[src/rtl/radix4_otf_converter.sv]
// -----------------------------------------------------------------------------
// radix4_otf_converter
//
// Purpose:
//   Sequential on-the-fly converter from a radix-4 signed-digit stream (MSD
//   first, digit set {-3..+3}, sign-magnitude encoded) to a two's-complement
//   integer. Two registers are kept: Q (the value so far) and QM (Q - 1).
//   Every digit only shifts and appends into one of them, so no
//   carry-propagate adder is needed per digit.
//
// Parameters:
//   no_of_digits : digits per operand N (N >= 1)
//   radix_bits   : bits per digit; MSB is the sign, the rest is the magnitude
//   radix        : digit radix (4); log2(radix) bits are appended per digit
//
// Ports:
//   clk        in   clock, all state changes on the rising edge
//   rst_n      in   synchronous reset, active-low
//   in_valid   in   in_digit is valid
//   in_ready   out  converter accepts a digit this cycle (IDLE/ACC)
//   in_digit   in   sign-magnitude digit: 0mm = +m, 1mm = -m
//   out_valid  out  out_data holds a complete result
//   out_ready  in   downstream accepts out_data
//   out_data   out  signed result, 2N+1 bits, registered
//   err        out  negative-zero flag for the current frame
//
// Build option:
//   RADIX4_OTF_NEG0_CHECK_EN - when defined, a transferred -0 digit (1 00)
//   sets a sticky err that is shown together with out_valid and cleared on the
//   output handshake. When undefined, err is tied low.
// -----------------------------------------------------------------------------
module radix4_otf_converter #(
    parameter int no_of_digits = 8,
    parameter int radix_bits   = 3,
    parameter int radix        = 4
) (
    input  logic                    clk,
    input  logic                    rst_n,
    input  logic                    in_valid,
    output logic                    in_ready,
    input  logic [radix_bits-1:0]   in_digit,
    output logic                    out_valid,
    input  logic                    out_ready,
    output logic [2*no_of_digits:0] out_data,
    output logic                    err
);

    localparam int W  = 2 * no_of_digits + 1;     // result / Q / QM width
    localparam int LB = $clog2(radix);            // bits appended per digit
    localparam int MB = radix_bits - 1;           // magnitude bits
    localparam int CW = $clog2(no_of_digits + 1); // digit counter width
    localparam logic [CW-1:0] LAST = CW'(no_of_digits - 1);

    typedef enum logic [1:0] {
        IDLE = 2'd0,
        ACC  = 2'd1,
        DONE = 2'd2
    } state_t;

    state_t         r_state;
    logic [CW-1:0]  r_count;
    logic [W-1:0]   r_q;
    logic [W-1:0]   r_qm;
    logic           r_out_valid;

    logic           w_xfer;
    logic           w_hs;
    logic           w_sign;
    logic [MB-1:0]  w_mag;
    logic [W-1:0]   w_q_src;
    logic [W-1:0]   w_qm_src;
    logic [LB-1:0]  w_q_ins;
    logic [LB-1:0]  w_qm_ins;
    logic [W-1:0]   w_q_next;
    logic [W-1:0]   w_qm_next;

    assign in_ready  = (r_state != DONE);
    assign out_valid = r_out_valid;
    // Q is held untouched in DONE, so it doubles as the registered result.
    assign out_data  = r_q;

    assign w_xfer = in_valid & in_ready;
    assign w_hs   = r_out_valid & out_ready;

    assign w_sign = in_digit[radix_bits-1];
    assign w_mag  = in_digit[MB-1:0];

    // Select source register and appended digit for Q and QM.
    //   d > 0 : Q <- Q :d        QM <- Q :d-1
    //   d = 0 : Q <- Q :0        QM <- QM:r-1   (also covers -0)
    //   d < 0 : Q <- QM:r+d      QM <- QM:r-1+d
    always_comb begin
        w_q_src  = r_q;
        w_qm_src = r_qm;
        w_q_ins  = '0;
        w_qm_ins = LB'(radix - 1);
        if (w_mag == '0) begin
            w_q_src  = r_q;
            w_qm_src = r_qm;
            w_q_ins  = '0;
            w_qm_ins = LB'(radix - 1);
        end else if (!w_sign) begin
            w_q_src  = r_q;
            w_qm_src = r_q;
            w_q_ins  = LB'(w_mag);
            w_qm_ins = LB'(w_mag - MB'(1));
        end else begin
            w_q_src  = r_qm;
            w_qm_src = r_qm;
            w_q_ins  = LB'(radix - int'(w_mag));
            w_qm_ins = LB'(radix - 1 - int'(w_mag));
        end
    end

    // Concatenation = shift left by LB and insert; top bits drop off, which is
    // safe because |X| <= radix^N - 1 always fits in W signed bits.
    assign w_q_next  = (w_q_src  << LB) | W'(w_q_ins);
    assign w_qm_next = (w_qm_src << LB) | W'(w_qm_ins);

    always_ff @(posedge clk) begin
        if (!rst_n) begin
            r_state     <= IDLE;
            r_count     <= '0;
            r_q         <= '0;
            r_qm        <= '1;
            r_out_valid <= 1'b0;
        end else begin
            case (r_state)
                IDLE: begin
                    if (w_xfer) begin
                        r_q     <= w_q_next;
                        r_qm    <= w_qm_next;
                        r_count <= CW'(1);
                        if (no_of_digits == 1) begin
                            r_state     <= DONE;
                            r_out_valid <= 1'b1;
                        end else begin
                            r_state <= ACC;
                        end
                    end
                end
                ACC: begin
                    if (w_xfer) begin
                        r_q     <= w_q_next;
                        r_qm    <= w_qm_next;
                        r_count <= r_count + CW'(1);
                        if (r_count == LAST) begin
                            r_state     <= DONE;
                            r_out_valid <= 1'b1;
                        end
                    end
                end
                DONE: begin
                    if (w_hs) begin
                        r_state     <= IDLE;
                        r_out_valid <= 1'b0;
                        r_q         <= '0;
                        r_qm        <= '1;
                        r_count     <= '0;
                    end
                end
                default: begin
                    r_state     <= IDLE;
                    r_out_valid <= 1'b0;
                    r_q         <= '0;
                    r_qm        <= '1;
                    r_count     <= '0;
                end
            endcase
        end
    end

`ifdef RADIX4_OTF_NEG0_CHECK_EN
    logic r_err;
    logic w_neg0;

    assign w_neg0 = w_sign & (w_mag == '0);

    // Sticky per frame; a transfer and a handshake never coincide.
    always_ff @(posedge clk) begin
        if (!rst_n) begin
            r_err <= 1'b0;
        end else if (w_hs) begin
            r_err <= 1'b0;
        end else if (w_xfer && w_neg0) begin
            r_err <= 1'b1;
        end
    end

    assign err = r_err;
`else
    assign err = 1'b0;
`endif

endmodule
[config.mk]
export PLATFORM = sky130hd
export DESIGN_NAME = radix4_otf_converter
export DESIGN_NICKNAME = d
export VERILOG_FILES = /design/src/rtl/radix4_otf_converter.sv
export SDC_FILE = /design/constraint.sdc
export NUM_CORES = 1
export LEC_CHECK = 0
export BUFFER_PORTS_ARGS = -buffer_cell sky130_fd_sc_hd__buf_2
export CORE_ASPECT_RATIO = 2
export CORE_MARGIN = 2
export CORE_UTILIZATION = 34
export DETAILED_ROUTE_END_ITERATION = 7
export GPL_ROUTABILITY_DRIVEN = 0
export PLACE_DENSITY_LB_ADDON = 0.12
export SLEW_MARGIN = 25
export SYNTH_ARGS = -nofsm -noshare
export SYNTH_HDL_FRONTEND = slang
export SYNTH_SLANG_ARGS = --single-unit
[constraint.sdc]
create_clock -name clk -period 1.3 [get_ports clk]
set_input_delay 0.065 -clock clk [delete_from_list [all_inputs] [get_ports clk]]
set_output_delay 0.065 -clock clk [all_outputs]
set_load 0.01 [all_outputs]
==> results.md, run 1 <==
- DR vias/cell: 5.13
- FF-to-FF setup slack: 0.08 ns
- ANT cells: 0
- Routed vias: 1467
- Max_cap viols: 0
- Fin. Hold Viols: 0
- DRC: 0
- CTS tree: done
- Post-synth EDFFs: 0
- Top_reg_cell synth: dfxtp_1
- Ratio of cells with drive above 1 in the final layout: 30.1%
- CP startpoint kind: register
- Syn Nets: 201
- Yosys warnings: 0
- RSZ-0062 raised after global routing: no
- DRT iter0 DRCs: 41
- Pre-antenna DRT Iters: 3
- Initial core utilization: 34.8%
- Die Y: 108 µm
- I/O pin count: 27
- Worst EP required: 1.49 ns
- R2R cell count: 5
- Leakage: 0.938 nW
- CTS Sinks: 39
- CP top delay family: flip-flops
- Hold Path Origin: rst_n
- CP peak stage delay: 0.39 ns
- Hold Path Class: input pin to register
- Worst r2r src: out_valid
- DR WL/cell: 13.8 µm
- Row cnt: 38
- Syn Std Cell Area: 1850 µm²
- Vias in the first global route: 1417
- Initial antenna violation count: 0
- Clock root cell: clkbuf_8
- Clk_lat worst skew: 0.29 ns
- Commonest non-fill, non-tap cell in the layout: dfxtp_1
- All-Layer GR Usage: 13.9%
- Highest-count cells in the layout ignoring fill and taps: dfxtp_1 (38), buf_2 (25), nand2_1 (17), mux2i_1 (17)
- # port buffers: 25
- Placed Cells: 278
- Nets: 234
- Final wirelength: 3930 µm
- CP Class: register to register
- Core area: 5330 µm²
- Reg clk slew, reported paths: 0.08 ns
- Worst Setup End Kind: register
- Number of synthesized register bits: 39
- CP Cell Sequence: a21oi_4 > a21o_1 > buf_4 > o2bb2ai_1 > and2_1
- Slowest stage cell on the critical path: dfxtp_1
- Cell count after synthesis: 192
- P&R area growth vs syn: 23.6%
- Top fanout value on the critical path: 11
- Die footprint: 6080 µm²
- Setup violations, final: 0
- Syn avg cell area: 9.64 µm²
- Fin crit share: 93.6%
- GRT overflow: 0
- VDD IR max: 1290 µV
- FMAX: 0.822 GHz
- H-tree depth: 2
- Status: finished, final reports clean
- Final ANT Viol Nets: 0
- Fin crit period: 1.22 ns
- Pwr/cell area: 1290 nW/µm²
- Sequential cell area fraction in the yosys report: 42.2%
- Die span in x: 56.2 µm
- Count of pins over their slew limit: 0
- Hold-critical path depth: 2
- Largest net degree at the start of global routing: 29
- Layout Skew: 0.00594 ns
- Post-DP HPWL: 2710 µm
- Data arrival, critical path: 1.40 ns
- Crit path buffers/inverters: 1
- Yosys cell types: 31
- Fin cells: 286
- Async S/R FF share, synth: 0%
- Clock buffer depth: 2
- Post-layout util: 43.0%
- Worst Hold End: r_state[1]
- CTS Buf Count: 5
- Capture point of the worst reg-to-reg path: out_data[8]
- First-pass GRT wire length: 6660 µm
-- layout make-up --
cell class                      count  area, µm²
Fill cell                         547       3040
Multi-Input combinational cell    136        995
Sequential cell                    39        782
Timing Repair Buffer               41        295
Tap cell                           60       75.1
Clock buffer                        6       72.6
Clock inverter                      2       60.1
Inverter                            2       7.51
-- flip-flops by register name, indices dropped and copies added, names as in the netlist --
register,flops
out_data,17
r_qm,15
r_state,2
r_count,4
out_valid,1
-- how the worst max path moves through the flow --
| stage | startpoint | end | slack, ns | cells past startpoint |
|---|---|---|---|---|
| 2_1_floorplan | in_digit[0] | r_qm[13] | 0.005 | 7 |
| 3_3_place_gp | in_digit[0] | r_qm[9] | -0.05 | 8 |
| 3_5_place_dp | in_digit[0] | out_data[9] | -0.07 | 8 |
| 4_1_cts | out_valid | r_count[2] | 0.007 | 5 |
| 5_1_grt | r_state[1] | out_data[13] | 0.004 | 5 |
| 6_report | out_valid | out_data[8] | 0.08 | 5 |
-- synthesized netlist by cell type (2+ instances only) --
cell type  instances  area share, %
buf_2              4            1.1
a21oi_1            4            1.1
mux2i_1           17            9.2
nor2_1             6            1.2
nor4_1             3            1.0
a21boi_0           5            2.0
clkbuf_1           5            1.0
inv_1              2           0.41
o22ai_1           13            4.4
buf_4              5            2.0
mux2_2            13            7.9
nand2_1           17            3.4
dfxtp_1           39             42
and2_1            15            5.1
o21ai_0            4            1.1
o2bb2ai_1         15            7.1
ha_1               2            1.4
nand3_1            3           0.81
nand2b_1           4            1.4
nor2b_1            5            1.7
-- where the power goes --
part | internal (mW) | switching, mW
clock network | 0.767 | 0.419
logic | 0.236 | 0.210
registers | 1.27 | 0.0572
total | 2.27 | 0.686
-- cells by family (layout without fill, tap and decap cells) --
group | Yosys count | count (layout) | synth area share, %
flops | 39 | 39 | 42.2
mux | 30 | 30 | 17.1
simple gates | 58 | 58 | 16.5
compound gates | 45 | 45 | 17.3
other cells | 1 | 1 | 0.203
fa+ha+maj | 2 | 2 | 1.35
buf+inv | 17 | 51 | 5.34
-- layer usage --
metal	up-vias	share of wire [%]	wire length [µm]	track usage, %
li1	752	-	-	-
met1	688	46	1820	16.3
met2	21	49	1930	23.8
met3	6	2.6	102	2.75
met4	0	2.1	81	6.63
met5	-	0	0	0
-- through the flow --
step / hold slack (ns) / setup TNS, ns / setup WS, ns / area [µm²] / total power [mW]
floorplan: 0.235 / 0 / 0.00458 / 1850 / 1.65
global placement: 0.395 / -0.499 / -0.0533 / 2130 / 1.80
detailed placement: 0.400 / -0.879 / -0.0667 / 2130 / 1.80
CTS: 0.0863 / 0 / 0.00698 / 2270 / 3.01
global route: 0.0942 / 0 / 0.00370 / 2290 / 3.10
finish: 0.0888 / 0 / 0.0832 / 2290 / 2.96
-- worst register-to-register path: cells and delay by family, from the launching register on --
kind | cells | cell delay, ns
flip-flops | 1 | 0.39
AO/OA/AOI/OAI | 3 | 0.41
AND/OR/NAND/NOR | 1 | 0.15
buffers and inverters | 1 | 0.18
-- what timing repair did --
item | in CTS | in global routing
hold buffers | 0 | 0
resized for setup | 0 | 6
hold endpoints to repair | 0 | 0
endpoints found under the setup margin | 0 | 37
setup buffers | 0 | 0
Note: power is estimated with default switching activity, not from simulation.
==> run 2, diff against run 1 <==
Settings changed: BUFFER_PORTS_ARGS -buffer_cell sky130_fd_sc_hd__buf_2 to default, DONT_BUFFER_PORTS from default to 1.
==> results.md, run 2 (same netlist as run 1, synthesis figures left out) <==
- Die span in x: 56.2 µm
- Die footprint: 6080 µm²
- Setup TNS: 0 ns
- CP startpoint kind: register
- Fillers: 548
- Leakage: 0.817 nW
- Setup violations, final: 0
- Hold Path Class: input pin to register
- Max_cap viols: 0
- All-Layer GR Usage: 13.7%
- CP peak stage delay: 0.35 ns
- Fin crit share: 94.3%
- Nets: 208
- Data arrival, critical path: 1.41 ns
- VDD IR max: 1000 µV
- CTS Buf Count: 5
- Vias in the first global route: 1387
- I/O pin count: 27
- Status: finished, final reports clean
- Crit path buffers/inverters: 2
- DR vias/cell: 5.41
- Clock buffer depth: 2
- Commonest non-fill, non-tap cell in the layout: dfxtp_1
- DRT iter0 DRCs: 25
- Clk pwr share: 37.8%
- Post-DP HPWL: 2500 µm
- Pwr/cell area: 1280 nW/µm²
- Worst EP required: 1.49 ns
- Switching share of power: 24.7%
- Max reg flops: 17
- # port buffers: 0
- Initial core utilization: 34.8%
- Row cnt: 38
- CP top delay family: flip-flops
- Worst Setup End Kind: register
- Top fanout value on the critical path: 21
- First-pass GRT wire length: 6720 µm
- DR WL/cell: 15.4 µm
- Fin. Hold Viols: 0
- Clk_lat worst skew: 0.29 ns
- Combinational share of power: 13.8%
- H-tree depth: 2
- Reg clk slew, reported paths: 0.08 ns
- Routed vias: 1406
- Hold Slack: 0.0143 ns
- Die Y: 108 µm
- GRT overflow: 0
- RSZ-0062 raised after global routing: no
- Slowest stage cell on the critical path: dfxtp_2
- Pre-antenna DRT Iters: 4
- P&R area growth vs syn: 17.3%
- CP Cell Sequence: buf_4 > a21o_1 > buf_12 > o2bb2ai_1 > and2_1
- Core area: 5330 µm²
- Initial antenna violation count: 0
- P_int: 2.10 mW
- CP Class: register to register
- CTS Sinks: 39
- FMAX: 0.816 GHz
- Reg power frac: 48.3%
- CTS tree: done
- Largest net degree at the start of global routing: 40
- Fin crit period: 1.23 ns
- Post-CTS Setup Bufs: 0
- Switch Pwr: 0.688 mW
- Layout Skew: 0.00385 ns
- Clock root cell: clkbuf_8
- Ratio of cells with drive above 1 in the final layout: 22.0%
- Final wirelength: 4000 µm
- Highest-count cells in the layout ignoring fill and taps: dfxtp_1 (36), nand2_1 (17), mux2i_1 (17)
- DRC: 0
- Count of pins over their slew limit: 0
- ANT cells: 0
- Final ANT Viol Nets: 0
run 2: worst paths after layout:
kind              startpoint          end  slack, ns  cells past startpoint
setup / recovery  r_state[1]  out_data[2]       0.07                      5
hold / removal         rst_n      r_qm[2]       0.01                      2
setup reg to reg  r_state[1]  out_data[2]       0.07                      5
hold reg to reg   r_count[3]   r_count[3]       0.48                      2
run 2: layout make-up:
type	instances	area (µm²)	share of cell area [%]
well taps	60	75.1	3.46
clock buffers	6	82.6	3.80
inverters	2	7.51	0.346
repair buffers	15	193	8.88
multi-input cells	136	993	45.8
clock inverters	2	35.0	1.61
flip-flops and latches	39	785	36.1
run 2: power groups by stage:
stage	Combinational, mW	Sequential (mW)	Clock, mW
after floorplan	0.292	1.36	0
after global placement	0.353	1.38	0
after detailed placement	0.358	1.38	0
after CTS	0.388	1.35	1.09
after global routing	0.425	1.36	1.12
final	0.385	1.35	1.05
run 2: worst reg2reg max path, cell delays in order, from the launching register on:
cell and delay [ns]:
dfxtp_2 0.35, buf_4 0.16, a21o_1 0.18, buf_12 0.16
o2bb2ai_1 0.14, and2_1 0.15
run 2: per-stage QoR:
stage	std cells	power [mW]	util (%)	area [µm²]	worst slack (ns)
6_report	260	2.79	40.8	2170	0.0744
5_1_grt	260	2.91	40.8	2170	0.00701
4_1_cts	260	2.83	40.4	2150	0.0148
3_5_place_dp	249	1.73	37.4	1990	0.0191
3_3_place_gp	249	1.73	37.4	1990	0.0321
2_1_floorplan	192	1.65	-	1850	0.00458
run 2: timing repair:
action                                  CTS  global route
endpoints found under the setup margin    0            36
hold endpoints to repair                 39             0
hold buffers                              3             0
gates resized for setup                   0             8
run 2: layer usage:
layer / vias up / share of wire [%] / track usage [%]
li1: 705 / - / -
met1: 674 / 46 / 16.6
met2: 25 / 49 / 23.4
met3: 2 / 3.7 / 3.35
met4: 0 / 0.90 / 5.10
met5: - / 0 / 0
==> run 3, diff against run 2 <==
Settings changed: CORE_ASPECT_RATIO 2 to default.
==> results.md, run 3 (same netlist as run 1, synthesis figures left out) <==
- Status: finished, final reports clean
- Clock root cell: clkbuf_8
- Clk_lat worst skew: 0.28 ns
- CTS tree: done
- Vias in the first global route: 1343
- Max_cap viols: 0
- Count of pins over their slew limit: 0
- GR met2 Demand/Resource: 22.3%
- Die span in x: 77.8 µm
- CTS Sinks: 39
- FMAX: 0.811 GHz
- Leakage: 0.801 nW
- Setup TNS: 0 ns
- Hold-critical path depth: 3
- M1 GR Usage: 16.6%
- All-Layer GR Usage: 13.7%
- DRT iter0 DRCs: 56
- Slowest stage cell on the critical path: dfxtp_2
- P&R area growth vs syn: 15.5%
- RSZ-0062 raised after global routing: no
- GRT Max-Usage Layer: met2
- DR vias/cell: 5.21
- Nets: 209
- DRC: 0
- First-pass GRT wire length: 6530 µm
- Post-DP HPWL: 2650 µm
- VDD IR max: 474 µV
- Post-CTS Setup Bufs: 0
- Die footprint: 6050 µm²
- CP startpoint kind: register
- CTS Buf Count: 5
- M3 GR Usage: 4.30%
- Worst EP required: 1.46 ns
- CP Class: register to register
- Final wirelength: 3910 µm
- Die Y: 77.8 µm
- Row cnt: 26
- Commonest non-fill, non-tap cell in the layout: dfxtp_1
- Highest-count cells in the layout ignoring fill and taps: dfxtp_1 (37), nand2_1 (17), mux2i_1 (17)
- Crit path buffers/inverters: 2
- Pwr/cell area: 1190 nW/µm²
- Ratio of cells with drive above 1 in the final layout: 20.5%
- ANT cells: 0
- Initial antenna violation count: 0
- Worst Setup End Kind: register
- Hold Slack: 0.0112 ns
- GRT overflow: 0
- Hold Path Class: input pin to register
- I/O pin count: 27
- Layout Skew: 0.00550 ns
- CP Cell Sequence: buf_4 > a21o_1 > buf_4 > o21ai_0 > a21boi_0
- Crit-path most repeated cell: buf_4
- Fillers: 515
- Clock buffer depth: 2
- Reg clk slew, reported paths: 0.07 ns
- R2R cell count: 5
- CP top delay family: compound AO/OA/AOI/OAI gates
- H-tree depth: 2
- # port buffers: 0
- Fin. Hold Viols: 0
- Fin crit share: 94.9%
- Final ANT Viol Nets: 0
- Pre-antenna DRT Iters: 4
- Routed vias: 1408
- Top fanout value on the critical path: 12
- Max reg flops: 17
- Data arrival, critical path: 1.39 ns
- Setup violations, final: 0
- Largest net degree at the start of global routing: 40
- Core area: 5170 µm²
- CP peak stage delay: 0.35 ns
- Critical Path Stages: 5
- DR WL/cell: 14.5 µm
- Fin crit period: 1.23 ns
- Initial core utilization: 35.8%
-- run 3: cell count changes in the layout (fill, tap and decap cells not counted), sizes merged --
cell / previous run / this run
buf: 13 / 14
bufinv: 1 / 0
-- run 3: metal layers --
layer	part of all wire, %	up-vias
met5	0	-
met4	1.4	0
li1	-	706
met3	4.5	8
met1	47	668
met2	47	26
-- run 3: path summary, 6_finish.rpt --
check                   from  slack [ns]         end
setup / recovery  r_state[1]        0.07  r_count[2]
hold / removal     out_ready        0.01   out_valid
setup reg to reg  r_state[1]        0.07  r_count[2]
hold reg to reg   r_count[3]        0.48  r_count[3]
-- run 3: timing repair --
action | CTS | global route
pin swaps | 0 | 0
resized for setup | 2 | 2
hold endpoints to repair | 39 | 1
setup endpoints to repair | 1 | 2
hold buffers | 2 | 1
-- run 3: worst register-to-register path: cells and delay by family (launching register included) --
kind | cells | cell delay [ns]
compound gates | 3 | 0.43
buf+inv | 2 | 0.33
flops | 1 | 0.35
-- run 3: power by group --
group	internal, mW	leakage, nW	switching, mW
clock	0.416	0.0470	0.391
combinational	0.207	0.433	0.172
sequential	1.27	0.321	0.0797
-- run 3: layout make-up --
class                           count  area (µm²)  share of cell area [%]
Clock inverter                      1        5.00                   0.234
Sequential cell                    39         783                    36.7
Timing Repair Buffer               16         188                    8.78
Tap cell                           70        87.6                    4.10
Inverter                            2        7.51                   0.351
Multi-Input combinational cell    136         983                    46.0
Clock buffer                        6        82.6                    3.86
-- run 3: metrics by stage --
stage / power (mW) / area [µm²] / util, % / instances / setup slack (ns)
floorplan: 1.65 / 1850 / - / 192 / 0.00458
global placement: 1.72 / 2000 / 38.7 / 260 / 0.0462
detailed placement: 1.73 / 2000 / 38.7 / 260 / -0.0260
CTS: 2.58 / 2120 / 41.0 / 269 / 0.0203
global route: 2.69 / 2140 / 41.3 / 270 / 0.00115
finish: 2.53 / 2140 / 41.3 / 270 / 0.0664
